[src/rtl/frame_lane_tracker.sv]
// ---------------------------------------------------------------------------
// frame_lane_tracker
//
// Purpose:
//   Multi-lane framing classifier. It takes LANES descrambled symbols each
//   cycle (byte plus D/K flag), with lane 0 the earliest. Each symbol is
//   classified as data, TLP/DLLP start/end, EDB or not-valid. Packet context
//   and the in-packet byte count carry across lanes and across cycles.
//   Framing errors are flagged per lane. The block also keeps saturating
//   counts of closed TLPs, correctly sized DLLPs and error bits.
//
// Ports:
//   clk        in   1          clock, rising edge
//   rst_n      in   1          asynchronous active-low reset
//   valid_in   in   1          data_in/dk_in are valid this cycle
//   data_in    in   8*LANES    lane i = data_in[8i+7:8i]
//   dk_in      in   LANES      1 = K symbol, 0 = D symbol, per lane
//   clr_cnt    in   1          synchronous clear of all counters
//   valid_out  out  1          registered copy of valid_in
//   type_out   out  3*LANES    per-lane class (000 data, 001 tlpstart,
//                              010 tlpend, 011 dllpstart, 100 dllpend,
//                              101 tlpedb, 111 not_valid)
//   ctx_out    out  2*LANES    context after each lane (00 idle, 01 tlp,
//                              10 dllp)
//   err_out    out  LANES      per-lane framing error flag
//   tlp_cnt    out  CNT_W      TLPs closed by END (saturating)
//   dllp_cnt   out  CNT_W      DLLPs closed by a correct-length END
//   err_cnt    out  CNT_W      total err_out bits asserted (saturating)
// ---------------------------------------------------------------------------
module frame_lane_tracker #(
  parameter int LANES    = 4,
  parameter int MAX_TLP  = 4096,
  parameter int DLLP_LEN = 6,
  parameter int CNT_W    = 16
) (
  input  logic                 clk,
  input  logic                 rst_n,
  input  logic                 valid_in,
  input  logic [8*LANES-1:0]   data_in,
  input  logic [LANES-1:0]     dk_in,
  input  logic                 clr_cnt,
  output logic                 valid_out,
  output logic [3*LANES-1:0]   type_out,
  output logic [2*LANES-1:0]   ctx_out,
  output logic [LANES-1:0]     err_out,
  output logic [CNT_W-1:0]     tlp_cnt,
  output logic [CNT_W-1:0]     dllp_cnt,
  output logic [CNT_W-1:0]     err_cnt
);

  // Byte counter width and per-cycle increment width
  localparam int CW = $clog2(MAX_TLP + 1);
  localparam int IW = $clog2(LANES + 1);

  localparam logic [7:0] SYM_STP = 8'hFB;
  localparam logic [7:0] SYM_SDP = 8'h5C;
  localparam logic [7:0] SYM_END = 8'hFD;
  localparam logic [7:0] SYM_EDB = 8'hFE;

  localparam logic [2:0] T_DATA   = 3'b000;
  localparam logic [2:0] T_TLPSTA = 3'b001;
  localparam logic [2:0] T_TLPEND = 3'b010;
  localparam logic [2:0] T_DLLSTA = 3'b011;
  localparam logic [2:0] T_DLLEND = 3'b100;
  localparam logic [2:0] T_TLPEDB = 3'b101;
  localparam logic [2:0] T_NONE   = 3'b111;

  // State encoding matches the ctx_out encoding so it can be copied out
  typedef enum logic [1:0] {
    ST_IDLE = 2'b00,
    ST_TLP  = 2'b01,
    ST_DLLP = 2'b10
  } state_t;

  state_t          state_q, state_n;
  logic [CW-1:0]   count_q, count_n;

  logic [3*LANES-1:0] type_n;
  logic [2*LANES-1:0] ctx_n;
  logic [LANES-1:0]   err_n;
  logic [IW-1:0]      tlp_inc, dllp_inc, err_inc;

  logic [7:0]         lane_sym;
  logic               lane_k;
  logic [2:0]         lane_t;
  logic               lane_e;

  // Adds a small per-cycle increment to a counter, sticking at all-ones
  function automatic logic [CNT_W-1:0] sat_add(input logic [CNT_W-1:0] a,
                                                input logic [IW-1:0]    b);
    logic [CNT_W:0] s;
    s = {1'b0, a} + (CNT_W+1)'(b);
    return s[CNT_W] ? '1 : s[CNT_W-1:0];
  endfunction

  // State and byte count register
  always_ff @(posedge clk or negedge rst_n) begin
    if (!rst_n) begin
      state_q <= ST_IDLE;
      count_q <= '0;
    end else begin
      state_q <= state_n;
      count_q <= count_n;
    end
  end

  // Lane-by-lane classifier: each lane works on the state left by the
  // previous lane, so a packet may open and close within one cycle.
  always_comb begin
    state_n  = state_q;
    count_n  = count_q;
    type_n   = '1;
    ctx_n    = '0;
    err_n    = '0;
    tlp_inc  = '0;
    dllp_inc = '0;
    err_inc  = '0;
    lane_sym = '0;
    lane_k   = 1'b0;
    lane_t   = T_NONE;
    lane_e   = 1'b0;
    for (int i = 0; i < LANES; i++) begin
      lane_sym = data_in[8*i +: 8];
      lane_k   = dk_in[i];
      lane_t   = T_NONE;
      lane_e   = 1'b0;
      if (valid_in) begin
        if (lane_k) begin
          case (lane_sym)
            SYM_STP: begin
              lane_t  = T_TLPSTA;
              lane_e  = (state_n != ST_IDLE);
              state_n = ST_TLP;
              count_n = '0;
            end
            SYM_SDP: begin
              lane_t  = T_DLLSTA;
              lane_e  = (state_n != ST_IDLE);
              state_n = ST_DLLP;
              count_n = '0;
            end
            SYM_END: begin
              case (state_n)
                ST_TLP: begin
                  lane_t  = T_TLPEND;
                  tlp_inc = tlp_inc + IW'(1);
                end
                ST_DLLP: begin
                  lane_t = T_DLLEND;
                  if (count_n == CW'(DLLP_LEN)) dllp_inc = dllp_inc + IW'(1);
                  else                          lane_e   = 1'b1;
                end
                default: lane_e = 1'b1;
              endcase
              state_n = ST_IDLE;
            end
            SYM_EDB: begin
              if (state_n == ST_TLP) lane_t = T_TLPEDB;
              else                   lane_e = 1'b1;
              state_n = ST_IDLE;
            end
            default: begin
              // PAD or unknown K: harmless between packets, aborts a packet
              lane_e  = (state_n != ST_IDLE);
              state_n = ST_IDLE;
            end
          endcase
        end else if (state_n != ST_IDLE) begin
          lane_t = T_DATA;
          if (state_n == ST_DLLP) begin
            // Over-long DLLP keeps counting so its END also reports a bad length
            if (count_n == CW'(DLLP_LEN)) lane_e = 1'b1;
            if (count_n != CW'(MAX_TLP))  count_n = count_n + CW'(1);
          end else if (count_n == CW'(MAX_TLP)) begin
            lane_e  = 1'b1;
            state_n = ST_IDLE;
          end else begin
            count_n = count_n + CW'(1);
          end
        end
      end
      type_n[3*i +: 3] = lane_t;
      ctx_n[2*i +: 2]  = state_n;
      err_n[i]         = lane_e;
      err_inc          = err_inc + IW'(lane_e);
    end
  end

  // Registered per-lane outputs
  always_ff @(posedge clk or negedge rst_n) begin
    if (!rst_n) begin
      valid_out <= 1'b0;
      type_out  <= '1;
      ctx_out   <= '0;
      err_out   <= '0;
    end else begin
      valid_out <= valid_in;
      type_out  <= type_n;
      ctx_out   <= ctx_n;
      err_out   <= err_n;
    end
  end

  // Statistics counters; a clear wins over any increment in the same cycle
  always_ff @(posedge clk or negedge rst_n) begin
    if (!rst_n) begin
      tlp_cnt  <= '0;
      dllp_cnt <= '0;
      err_cnt  <= '0;
    end else if (clr_cnt) begin
      tlp_cnt  <= '0;
      dllp_cnt <= '0;
      err_cnt  <= '0;
    end else begin
      tlp_cnt  <= sat_add(tlp_cnt,  tlp_inc);
      dllp_cnt <= sat_add(dllp_cnt, dllp_inc);
      err_cnt  <= sat_add(err_cnt,  err_inc);
    end
  end

endmodule

[config.mk]
export PLATFORM = sky130hd
export DESIGN_NAME = frame_lane_tracker
export DESIGN_NICKNAME = d
export VERILOG_FILES = /design/src/rtl/frame_lane_tracker.sv
export SDC_FILE = /design/constraint.sdc
export NUM_CORES = 1
export LEC_CHECK = 0
export CAP_MARGIN = 0
export CORE_MARGIN = 2
export CORE_UTILIZATION = 40
export CTS_CLUSTER_DIAMETER = 100
export DETAILED_ROUTE_END_ITERATION = 10
export PLACE_DENSITY = 0.72
export SLEW_MARGIN = 20
export SYNTH_ARGS = -nofsm -noshare
export SYNTH_HDL_FRONTEND = slang
export SYNTH_SLANG_ARGS = --single-unit
export TNS_END_PERCENT = 10
[constraint.sdc]
create_clock -name clk -period 11.1 [get_ports clk]
set_clock_uncertainty 0.15 [all_clocks]
set_input_delay 1.665 -clock clk [delete_from_list [all_inputs] [get_ports clk]]
set_output_delay 1.665 -clock clk [all_outputs]
set_load 0.01 [all_outputs]
==> key figures <==
Timing
  • Slew Viols, Final: 0
  • Final setup fails: 0
  • Slew HR: 36.1%
  • Final Hold Viols: 0
  • Peak Freq: approximately 0.097 GHz
  • Tmin final: ~10 ns
  • Setup TNS: 0 ns
  • Pin slew with the least headroom to its limit: 0.946 ns
  • Worst hold slack: 0.448 ns
  • Final worst slack: 0.798 ns
  • Final worst path period share: 92.8%
  • RSZ-0062 raised after global routing: no

Floorplan
  • Std cell rows: 52
  • Die area: between 20000 and 25000 µm²
  • Placeable core region: 20200 µm²
  • Die height: between 100 and 150 µm
  • Initial Util: 40.9%
  • Die Width: 148 µm
  • IO Count: between 100 and 150

Power
  • PD cells: approximately 120 nW/µm²
  • IR drop worst, VDD: 0.0775 mV
  • Static leakage: ~4.0 nW
  • Power consumption: between 1 and 1.5 mW

Global route
  • Largest net degree at the start of global routing: 73
  • GR Overflow Total: 0
  • GRT Util Overall: 25.4%
  • Vias in the first global route: 8166
  • Initial antenna violation count: 0
  • Global-route wire length before repair: 44100 µm

CTS
  • H-tree depth: 3
  • Worst-case clock buffer depth: 2
  • TritonCTS clock tree: built
  • Hold-fix buffers, CTS: 0
  • Clk_lat worst skew: 0.36 ns
  • Clock slew at reported path FFs: 0.07 ns
  • Post-CTS setup buffer count: 0
  • Post-CTS Resized: 0
  • Clk sinks: between 80 and 90
  • Cts bufs inserted: 9
  • Root buffer cell: clkbuf_16

Cells and area
  • Diodes inserted: 0
  • Nets: 1229
  • Area Overhead vs Synth: 20.3%
  • FF+latch area: 2170 µm²
  • Multi-input logic area: 5690 µm²
  • Final cell count without fillers: between 1000 and 1500
  • Final instance area: ~9900 µm²
  • Fraction of layout cells with a size suffix above 1: 9.05%
  • Fillers: 1938
  • Fin util: 49.2%

Detailed routing
  • Drt drc: 0
  • Vias/cell: between 6 and 7
  • 1st-iter DRT viols: 760
  • Final wirelength: 27900 µm
  • DR pass1 iterations: 7
  • Post-route antenna net violation count: 0
  • Total number of vias: 8775
  • Wirelength per Cell: slightly below 20 µm

Critical path
  • CP endpoint kind: flip-flop
  • Crit-path slowest cell: clkdlybuf4s50_1
  • Worst EP arrival: 10.42 ns
  • Critical Path Start Type: primary input
  • WP data required: 11.22 ns
  • Worst Setup Path Type: in -> reg
  • Worst-path fanout max: 15
  • CP peak stage delay: 0.70 ns

Placed design
  • Pre-CTS setup slack: 0.599 ns
  • Detailed placement HPWL: 20700 µm
  • Global placer's final weighted congestion: 0.988
  • Placed cells: 1403
  • Port Buffer Count: 112
  • Placed Area: a little under 10000 µm²

Flow run
  • Max-cap violations: 0

Synth
  • Top cell type's share of synthesized area: 22.4%
  • Commonest cells in the netlist: nor2_1 (106), nand2_1 (95), a21oi_1 (90), dfrtp_1 (74), clkbuf_1 (50)
  • Post-Synthesis Cells: around 1100
  • Post-Syn Area per Cell: 7.81 µm²
  • Synth area leader: dfrtp_1
  • Netlist cell types: 92
  • Most frequent cell after synthesis: nor2_1
  • Ranking of synthesized cells by area: dfrtp_1 (22%), ha_1 (6.1%), a21oi_1 (5.4%), nor2_1 (4.8%), nand2_1 (4.3%)
  • Ys flop type: dfrtp_1
  • Ys async rst share: 100%
  • EDFF count, synth: 0
  • FF+latch count, synth: 86
  • Sequential area share after synthesis: 26.2%
  • Yosys warns: 0
  • Syn_nets: about 1100
  • Cell Area, Synth: just over 8000 µm²

Worst hold path
  • Worst hold path class: reg -> reg

Status
  • Outcome: finished, final reports clean
## where the power goes
part	switching, mW	leakage [nW]	total (mW)	internal, mW
Combinational	0.323	2.76	0.512	0.189
Clock	0.141	0.152	0.319	0.178
Sequential	0.0418	1.10	0.377	0.335
Total	0.506	4.01	1.21	0.702
## worst max-delay path, delay by kind of cell
kind	cells	cell delay [ns]
AOI/OAI and AO/OA	7	1.87
adders and majority gates	3	0.96
buffers and inverters	3	0.91
and+or+nand+nor	16	4.98
## cells by family (layout without fill, tap and decap cells)
logic type / Yosys count / in the layout / synth area share [%]
mux: 18 / 18 / 2.22
compound gates: 292 / 292 / 23.6
buf+inv: 101 / 191 / 4.92
flops: 86 / 86 / 26.2
fa+ha+maj: 45 / 45 / 7.27
simple gates: 477 / 477 / 31.6
xor+xnor: 40 / 40 / 4.24
## layer usage
layer,vias to the layer above,wire length [µm],track usage [%]
li1,4118,-,-
met1,4168,12100,34.4
met2,416,12400,39.8
met3,73,2310,5.62
met4,0,982,9.38
met5,-,0,0
## state kept, by name (all words and copies together), names as in the netlist
signal,cells
ctx_out,8
err_cnt,16
valid_out,1
dllp_cnt,16
tlp_cnt,16
err_out,4
type_out,12
count_q,13
## path summary, 6_finish.rpt
path | start | end | slack, ns | cells past startpoint
max in group asynchronous | rst_n | err_cnt[10] | 8.59 | 2
min in group asynchronous | rst_n | count_q[0] | 1.02 | 1
min reg2reg | tlp_cnt[9] | tlp_cnt[9] | 0.45 | 2
max | dk_in[0] | err_cnt[4] | 0.80 | 29
max reg2reg | count_q[6] | err_cnt[4] | 1.01 | 29
min | tlp_cnt[9] | tlp_cnt[9] | 0.45 | 2
## cell usage in the layout, fill, tap and decap left out, types with 26 or more instances in the layout
cell type / count
nand4_1: 38
a31oi_1: 29
a21oi_1: 90
nor2_1: 106
xor2_1: 26
nor3_1: 37
buf_4: 26
ha_1: 40
nand2_1: 95
dfrtp_1: 74
clkdlybuf4s50_1: 110
nand3_1: 42
o21ai_0: 48
inv_1: 39
## final cells by class
cell class,instances,share of cell area (%)
Clock buffer,9,2.26
Clock inverter,7,0.818
Inverter,39,1.47
Multi-Input combinational cell,872,57.2
Sequential cell,86,21.8
Tap cell,270,3.40
Timing Repair Buffer,136,13.0
(Power assumes the default switching activity.)
